===== config.mk =====
export PLATFORM = sky130hd
export DESIGN_NAME = fm_read_encoder_flat
export DESIGN_NICKNAME = d
export VERILOG_FILES = /design/src/rtl/fm_read_encoder_if.sv /design/src/rtl/fm_read_encoder.sv /design/src/flat_wrapper.sv
export SDC_FILE = /design/constraint.sdc
export NUM_CORES = 1
export LEC_CHECK = 0
export CAP_MARGIN = 30
export CORE_MARGIN = 5
export CORE_UTILIZATION = 50
export DETAILED_ROUTE_END_ITERATION = 16
export PLACE_DENSITY = 0.69
export RECOVER_POWER = 100
export REMOVE_ABC_BUFFERS = 1
export SKIP_CTS_REPAIR_TIMING = 1
export SLEW_MARGIN = 20
export SYNTH_ARGS = -nofsm -noshare
export SYNTH_HDL_FRONTEND = slang
export SYNTH_SLANG_ARGS = --single-unit

===== constraint.sdc =====
create_clock -name i_hf_clk -period 3.2 [get_ports i_hf_clk]
set_input_delay 0.96 -clock i_hf_clk [delete_from_list [all_inputs] [get_ports i_hf_clk]]
set_output_delay 0.96 -clock i_hf_clk [all_outputs]
set_load 0.1 [all_outputs]

===== src/rtl/fm_read_encoder_if.sv =====
// Word-input handshake bundle for the FM read encoder.
// Latency: none (wires only).
// Backpressure: din_ready low while the encoder's holding buffer is occupied.
//
// Signals:
//   din        producer -> encoder   data word
//   din_valid  producer -> encoder   din carries a word
//   din_ready  encoder  -> producer  holding buffer empty, word will be taken
interface fm_read_encoder_if #(
  parameter int WORD_WIDTH = 8
);
  logic [WORD_WIDTH-1:0] din;
  logic                  din_valid;
  logic                  din_ready;

  modport master (
    output din,
    output din_valid,
    input  din_ready
  );

  modport slave (
    input  din,
    input  din_valid,
    output din_ready
  );
endinterface


===== src/rtl/fm_read_encoder.sv =====
// Hawk read-side FM transmitter: clock pulse every cell, extra mid-cell pulse for a 1.
// Latency: first clock pulse one hf_clk after en is sampled in IDLE; output registered.
// Backpressure: one-word holding buffer; an empty buffer at a word load sends zeros and sets underrun.
//
// Ports:
//   i_hf_clk           high-frequency clock
//   i_rst_n            asynchronous active-low reset, aborts a sector at once
//   i_en               level request: starts a sector, low ends it at the next word boundary
//   s_in               word input handshake (din / din_valid / din_ready)
//   o_dsk_rd_data_clk  combined clock/data pulse stream
//   o_busy             a sector is in progress (registered)
//   o_underrun         sticky: a word was needed but the holding buffer was empty
module fm_read_encoder #(
  parameter int CELL_TICKS    = 20,  // 8..255
  parameter int DATA_OFFSET   = 10,  // > PULSE_TICKS
  parameter int PULSE_TICKS   = 2,   // DATA_OFFSET + PULSE_TICKS < CELL_TICKS
  parameter int PREAMBLE_BITS = 32,  // >= 1
  parameter int WORD_WIDTH    = 8
) (
  input  logic                i_hf_clk,
  input  logic                i_rst_n,
  input  logic                i_en,
  fm_read_encoder_if.slave    s_in,
  output logic                o_dsk_rd_data_clk,
  output logic                o_busy,
  output logic                o_underrun
);

  // bit_cnt counts preamble cells as well as data bits, so size it for the larger.
  localparam int BCW = $clog2((PREAMBLE_BITS > WORD_WIDTH) ? PREAMBLE_BITS : WORD_WIDTH) + 1;

  localparam logic [7:0]     CELL_LAST  = 8'(CELL_TICKS - 1);
  localparam logic [7:0]     PULSE_END  = 8'(PULSE_TICKS);
  localparam logic [7:0]     DATA_START = 8'(DATA_OFFSET);
  localparam logic [7:0]     DATA_END   = 8'(DATA_OFFSET + PULSE_TICKS);
  localparam logic [BCW-1:0] PRE_LAST   = BCW'(PREAMBLE_BITS - 1);
  localparam logic [BCW-1:0] WORD_LAST  = BCW'(WORD_WIDTH - 1);

  typedef enum logic [1:0] {
    S_IDLE     = 2'd0,
    S_PREAMBLE = 2'd1,
    S_DATA     = 2'd2,
    S_POST     = 2'd3
  } state_t;

  state_t                r_state;
  state_t                w_state_nxt;
  logic [7:0]            r_cell_cnt;
  logic [7:0]            w_cell_cnt_nxt;
  logic [BCW-1:0]        r_bit_cnt;
  logic [BCW-1:0]        w_bit_cnt_nxt;
  logic [WORD_WIDTH-1:0] r_shifter;
  logic [WORD_WIDTH-1:0] w_shifter_nxt;
  logic [WORD_WIDTH-1:0] r_hold;
  logic                  r_hold_full;
  logic                  w_hold_full_nxt;
  logic                  r_underrun;
  logic                  w_underrun_nxt;
  logic                  r_dsk;
  logic                  r_busy;

  logic                  w_boundary;
  logic                  w_load;
  logic                  w_discard;
  logic                  w_take;
  logic                  w_cur_bit;
  logic                  w_pulse;

  // Holding buffer handshake
  assign s_in.din_ready = ~r_hold_full;
  assign w_take         = s_in.din_valid & ~r_hold_full;

  assign w_boundary = (r_cell_cnt == CELL_LAST);

  // Preamble and post cells always carry 0; only DATA exposes the shifter MSB.
  assign w_cur_bit = (r_state == S_DATA) ? r_shifter[WORD_WIDTH-1] : 1'b0;

  assign w_pulse = (r_state != S_IDLE) &&
                   ((r_cell_cnt < PULSE_END) ||
                    (w_cur_bit && (r_cell_cnt >= DATA_START) && (r_cell_cnt < DATA_END)));

  // Next-state / datapath
  always_comb begin
    w_state_nxt    = r_state;
    w_cell_cnt_nxt = r_cell_cnt;
    w_bit_cnt_nxt  = r_bit_cnt;
    w_shifter_nxt  = r_shifter;
    w_underrun_nxt = r_underrun;
    w_load         = 1'b0;
    w_discard      = 1'b0;

    if (r_state != S_IDLE) begin
      w_cell_cnt_nxt = w_boundary ? 8'd0 : (r_cell_cnt + 8'd1);
    end

    case (r_state)
      S_IDLE: begin
        if (i_en) begin
          w_state_nxt    = S_PREAMBLE;
          w_cell_cnt_nxt = 8'd0;
          w_bit_cnt_nxt  = '0;
          w_underrun_nxt = 1'b0;
        end
      end

      S_PREAMBLE: begin
        if (w_boundary) begin
          if (!i_en) begin
            // Truncated preamble: no data was promised, so no post cell either.
            w_state_nxt = S_IDLE;
          end else if (r_bit_cnt == PRE_LAST) begin
            w_state_nxt   = S_DATA;
            w_bit_cnt_nxt = '0;
            w_load        = 1'b1;
          end else begin
            w_bit_cnt_nxt = r_bit_cnt + 1'b1;
          end
        end
      end

      S_DATA: begin
        if (w_boundary) begin
          w_shifter_nxt = r_shifter << 1;
          if (r_bit_cnt == WORD_LAST) begin
            w_bit_cnt_nxt = '0;
            if (i_en) begin
              w_load = 1'b1;
            end else begin
              w_state_nxt = S_POST;
            end
          end else begin
            w_bit_cnt_nxt = r_bit_cnt + 1'b1;
          end
        end
      end

      S_POST: begin
        // The trailing clock-only cell lets the far-end separator commit the last bit.
        if (w_boundary) begin
          w_state_nxt = S_IDLE;
          w_discard   = 1'b1;
        end
      end

      default: begin
        w_state_nxt = S_IDLE;
      end
    endcase

    // Word load overrides the shift. An empty buffer sends a zero word rather than stalling,
    // because the drive timing cannot pause mid-sector.
    if (w_load) begin
      if (r_hold_full) begin
        w_shifter_nxt = r_hold;
      end else begin
        w_shifter_nxt  = '0;
        w_underrun_nxt = 1'b1;
      end
    end
  end

  // A word accepted in the same cycle as a load/discard is kept: the handshake completed.
  always_comb begin
    w_hold_full_nxt = r_hold_full;
    if ((w_load && r_hold_full) || w_discard) begin
      w_hold_full_nxt = 1'b0;
    end
    if (w_take) begin
      w_hold_full_nxt = 1'b1;
    end
  end

  always_ff @(posedge i_hf_clk or negedge i_rst_n) begin
    if (!i_rst_n) begin
      r_state     <= S_IDLE;
      r_cell_cnt  <= 8'd0;
      r_bit_cnt   <= '0;
      r_shifter   <= '0;
      r_hold      <= '0;
      r_hold_full <= 1'b0;
      r_underrun  <= 1'b0;
      r_dsk       <= 1'b0;
      r_busy      <= 1'b0;
    end else begin
      r_state     <= w_state_nxt;
      r_cell_cnt  <= w_cell_cnt_nxt;
      r_bit_cnt   <= w_bit_cnt_nxt;
      r_shifter   <= w_shifter_nxt;
      r_hold_full <= w_hold_full_nxt;
      r_underrun  <= w_underrun_nxt;
      if (w_take) begin
        r_hold <= s_in.din;
      end
      // Registered so the line never glitches on counter decode.
      r_dsk  <= w_pulse;
      r_busy <= (r_state != S_IDLE);
    end
  end

  assign o_dsk_rd_data_clk = r_dsk;
  assign o_busy            = r_busy;
  assign o_underrun        = r_underrun;

endmodule


===== src/flat_wrapper.sv =====
// flat-port wrapper written by rule: the top's interface ports become plain ports
module fm_read_encoder_flat 
#(
  parameter int CELL_TICKS    = 20,           
  parameter int DATA_OFFSET   = 10,                  
  parameter int PULSE_TICKS   = 2,                                            
  parameter int PREAMBLE_BITS = 32,         
  parameter int WORD_WIDTH    = 8
)
  (i_hf_clk, i_rst_n, i_en, o_dsk_rd_data_clk, o_busy, o_underrun, s_in_din, s_in_din_valid, s_in_din_ready);
  fm_read_encoder_if #(.WORD_WIDTH(WORD_WIDTH)) s_in_i ();
  input  logic i_hf_clk;
  input  logic i_rst_n;
  input  logic i_en;
  output logic o_dsk_rd_data_clk;
  output logic o_busy;
  output logic o_underrun;
  input wire logic [$bits(s_in_i.din)-1:0] s_in_din;
  input wire logic [$bits(s_in_i.din_valid)-1:0] s_in_din_valid;
  output wire logic [$bits(s_in_i.din_ready)-1:0] s_in_din_ready;
  assign s_in_i.din = s_in_din;
  assign s_in_i.din_valid = s_in_din_valid;
  assign s_in_din_ready = s_in_i.din_ready;
  fm_read_encoder #(.CELL_TICKS(CELL_TICKS), .DATA_OFFSET(DATA_OFFSET), .PULSE_TICKS(PULSE_TICKS), .PREAMBLE_BITS(PREAMBLE_BITS), .WORD_WIDTH(WORD_WIDTH)) u_core (.i_hf_clk(i_hf_clk), .i_rst_n(i_rst_n), .i_en(i_en), .s_in(s_in_i), .o_dsk_rd_data_clk(o_dsk_rd_data_clk), .o_busy(o_busy), .o_underrun(o_underrun));
endmodule

* Word-level counts from Yosys, hierarchy flattened *
Cells that the tools add are included.

operators by class
  add/subtract/negate cells = 2
  multiply operators = 0
  div/mod/pow operators = 0
  order comparisons = 3
  equality and inequality tests = 14
  shift operators = 0
  mux-type cells = 40
  bitwise operators = 2
  reductions and logical operators = 15

operators by type and width
  operator             number
  $mux 8               8
  $mux 6               6
  $pmux 6 s3           1
  $mux 2               8
  $mux 1               15
  $add 8x1->8 const B  1
  $eq 8x5->1 const B   1
  $ge 8x4->1 const B   1
  $lt 8x2->1 const B   1
  $lt 8x4->1 const B   1
  $ne 2x2->1 const B   4
  $pmux 2 s4           1
  $reduce_bool 2->1    4
  $reduce_and 7->1     1
  $add 6x1->6 const B  1
  $eq 6x3->1 const B   1
  $eq 6x5->1 const B   1
  $ne 2x1->1 const B   3
  $reduce_and 5->1     1
  $eq 2x2->1 const B   2
  $logic_and 1x1->1    4
  $ne 3x2->1 const B   1
  $reduce_bool 3->1    1
  $eq 2x1->1 const B   1
  other kinds (6)      7

word-level totals
  register bits = 36
  bits in latches = 0
  memory bits (writable) = 0
  bits in read-only memories = 0
  output and inout port bits = 4
  memories = 0

* Depth between registers and ports, before layout *
  depth after elaboration = 9
  depth in mapped cells = 8
  depth with buffers taken out = 7

* Worst setup path before layout *
OpenSTA, ideal clock, no wires.

  path type = in2reg
  start point = in i_en
  end point = reg u_core.r_shifter[4]
  library setup time = 0.082 ns
  data arrival time = 2.016 ns
  required time = 3.118 ns
  slack = 1.103 ns
  stages on the path = 6
  cells stage by stage = clkbuf_1 a41oi_1 nor2_1 clkbuf_1 nor2_1 a31oi_1

between the ends
  cells in the longest elaborated chain, start to end = 6
  elaborated cells between the ends (all ways) = 10

RTL lines
  element                      line                    text
  start, declared              flat_wrapper.sv:14      input logic i_en;
  $mux 1                       fm_read_encoder.sv:126  if (i_en) begin
  $mux 1                       fm_read_encoder.sv:124  if (r_bit_cnt == WORD_LAST) begin
  $mux 1                       fm_read_encoder.sv:122  if (w_boundary) begin
  $pmux 1 s2 *                 fm_read_encoder.sv:96   case (r_state)
  $reduce_bool 2->1 (no line)  -
  $reduce_and 2->1 (no line)   -
  end signal, assigned         fm_read_encoder.sv:188  r_shifter <= w_shifter_nxt;
  end, declared                fm_read_encoder.sv:52   logic [WORD_WIDTH-1:0] r_shifter;

Mark *: on every way between the ends. The rest lies on a longest branch, timed or not.
A chain may end at the register's enable or synchronous reset.

* Final worst setup path *
  start point = reg u_core.r_underrun (netlist: u_core.o_underrun)
  end point = out o_underrun

RTL lines
  element                 line                    text
  start, declared         fm_read_encoder.sv:57   logic r_underrun;
  start signal, assigned  fm_read_encoder.sv:190  r_underrun <= w_underrun_nxt;
  end, declared           flat_wrapper.sv:17      output logic o_underrun;

No word-level cell between the ends.

==> summary.md <==
| Metric | Value |
|---|---|
| First-pass GRT wire length | 6690 um |
| # nets final | 229 |
| Die height | 71.3 um |
| Library cells used by synthesis | 41 |
| CTS tree | done |
| Switching Share | 40.3% |
| Flop pwr share | 41.6% |
| Final min period | 2470 ps |
| WP buf/inv | 1 |
| Initial antenna violation count | 0 |
| GRT Total Usage | 16.4% |
| Maximum VDD drop | 0.000556 V |
| Total gr overflow | 0 |
| Crit-path leading delay family | buffers and inverters |
| Clk pin slew, worst setup/hold paths | 70 ps |
| Crit path DAT | 1510 ps |
| Gate count of the mapped netlist | 191 |
| Share of cells above drive strength 1 | 10.9% |
| Post-route cell area | 0.00214 mm2 |
| DP Wirelength | 2700 um |
| H-Tree Depth | 2 |
| Main area contributors after synthesis | dfrtp_1, mux2_2, nand3_1 |
| Clk Tree Root Cell | clkbuf_8 |
| Port-buffer cells | 15 |
| Leak | 0.911 nW |
| Logic pwr share | 39.1% |
| Worst Tran Pin Value | 1170 ps |
| PwrDens | 730 mW/mm2 |
| Synthesized flop and latch total | 36 |
| ANT cells | 0 |
| Relative slew slack | 22.4% |
| Tightest Hold Check Type | reg2reg |
| Synth Cell Area | 0.00188 mm2 |
| Setup repair after global routing missed its margin | false |
| Crit Path Class | reg2out |
| Max Root-Sink Buffers | 2 |
| Fmax | 0.405 GHz |
| Cell breakdown of the critical path | clkbuf_1 |
| Period utilisation layout | 77.2% |
| Placed cell areas | 0.00208 mm2 |
| Die area | 0.00508 mm2 |
| Final hold viol count | 0 |
| Number of DRC markers in iteration 0 | 76 |
| Fin. max-slew vios | 0 |
| Synth top area share | 48.0% |
| Placed Cells incl. Taps | 252 |
| # Max-Cap Violations | 0 |
| Status | completed |
| Die Span X | 71.3 um |
| Drt drc | 0 |
| Pre-antenna DRT Iters | 4 |
| Most used DFF post-synth | dfrtp_1 |
| Crit path launch type | flip-flop |
| TritonCTS Buffers | 5 |
| Post-synthesis sequential area ratio | 48.0% |
| Post-synth EDFFs | 0 |
| Row Count | 22 |
| Clock skew | 5.49 ps |
| Area of the core | 0.00366 mm2 |
| Synth Area per Inst | 9.83 um2 |
| WL/cell | 14.3 um |
| P_sw | 0.000629 W |
| Critical Path Slowest Stage Cell | clkbuf_1 |
| Clock share of power | 19.3% |
| YS warnings | 0 |
| Max incr delay on CP | 870 ps |
| Area Overhead vs Synth | 14.0% |
| Largest net degree at the start of global routing | 37 |
| Sum Neg Setup Slack | 0 ps |
| Final ANT Viol Nets | 0 |
| Nature of the critical path endpoint | primary output |
| Top cell type by total area after synthesis | dfrtp_1 |
| Initial core utilization | 51.3% |
| P_int | 0.000933 W |
| Final Setup Violations | 0 |
| I/O Pins | 16 |
| WP data required | 2240 ps |
| Number of global-route vias before repair | 1472 |
| Non-filler cells, final | 259 |
| Vias per inst | 5.69 |
| Clock Latency Late Sink | 280 ps |
| Design Power | 0.00156 W |
| Num Clock Sinks | 36 |
| GPL Wtd Cong | 0.825 |
| Routed wire length | 3710 um |
| Via count | 1474 |
| Post-synth ARST share | 100% |
| CP Max Fanout | 2 |
## path summary, 6_finish.rpt
path,from,to,slack [ps],cells past startpoint
worst min register to register,u_core.r_hold[2],u_core.r_hold[2],510,1
max in group asynchronous,i_rst_n,u_core.r_bit_cnt[5],1320,2
worst max-delay path,u_core.o_underrun,o_underrun,730,1
worst max register to register,u_core.r_state[0],u_core.r_bit_cnt[4],1150,6
min in group asynchronous,i_rst_n,u_core.r_cell_cnt[4],1330,2
worst min-delay path,u_core.r_hold[2],u_core.r_hold[2],510,1
## routing by layer
metal / vias to the layer above / track usage, % / wire length, um
met5: - / 0 / 0
met4: 0 / 4.80 / 37
met3: 4 / 5.05 / 178
met2: 38 / 26.6 / 1820
met1: 710 / 21.3 / 1670
li1: 722 / - / -
## kinds of logic after synthesis
logic type	after synthesis	share of synthesized area, %
muxes	10	5.87
xor gates and xnor gates	2	0.934
buffers and inverters	14	3.27
adders and majority gates	6	4.00
DFF	36	48.0
and+or+nand+nor	77	22.3
AOI/OAI and AO/OA	46	15.7
## synth_stat cells, drive strengths merged (2+ instances only)
master  instances
nand2          16
nand4           2
mux2i           2
and3            5
a21oi           4
nor2b           3
a31oi           8
nand3          16
xnor2           2
buf             2
nor2           17
inv             7
dfrtp          36
a22o            2
nand2b         11
o31ai           2
clkbuf          5
a21o            2
mux2            8
o21ai          17
ha              6
nor4            3
o22ai           2
## layout by cell type, fill, tap and decap left out, types with 3 or more instances in the layout
| master | Yosys | layout |
|---|---|---|
| dfrtp_1 | 36 | 36 |
| dlygate4sd3_1 | 0 | 3 |
| nand2b_1 | 11 | 11 |
| nand3_1 | 16 | 16 |
| nand2_1 | 15 | 15 |
| clkbuf_1 | 5 | 5 |
| and3_1 | 5 | 5 |
| buf_4 | 0 | 3 |
| clkbuf_8 | 0 | 5 |
| o21ai_0 | 13 | 15 |
| mux2_2 | 8 | 8 |
| ha_1 | 6 | 6 |
| nor2_1 | 17 | 17 |
| a21oi_1 | 4 | 4 |
| a31oi_1 | 8 | 8 |
| nor2b_1 | 3 | 3 |
| clkdlybuf4s50_1 | 0 | 8 |
| inv_1 | 6 | 7 |
## power by group through the flow
stage	logic, W	registers, W	clock network [W]
after global placement	0.000617	0.000648	0
after floorplan	0.000398	0.000724	0
after CTS	0.000634	0.000649	0.000312
final	0.000611	0.000651	0.000301
after global routing	0.000683	0.000669	0.000336
after detailed placement	0.000631	0.000658	0
## state kept, by name, summed over array words and instances (netlist names), named ones only
signal and flops:
u_core.r_hold 8, u_core.o_dsk_rd_data_clk 1, u_core.r_hold_full 1, u_core.r_bit_cnt 6, u_core.r_state 1, u_core.o_busy 1
u_core.o_underrun 1, u_core.r_shifter 8, u_core.r_cell_cnt 8
## per-stage QoR
stage	setup slack, ps	hold WS, ps	utilization [%]
2_1_floorplan	1160	466	-
3_3_place_gp	700	486	56.8
3_5_place_dp	642	497	56.8
4_1_cts	937	514	59.0
5_1_grt	679	529	58.4
6_report	729	511	58.4
## area by class of cell
type	count	area [um2]
Fill cell	330	1520
Multi-Input combinational cell	141	915
Sequential cell	36	901
Timing Repair Buffer	20	156
Clock buffer	5	68.8
Tap cell	48	60.1
Inverter	7	26.3
Clock inverter	2	12.5
Power figures use the tool's default switching activity.
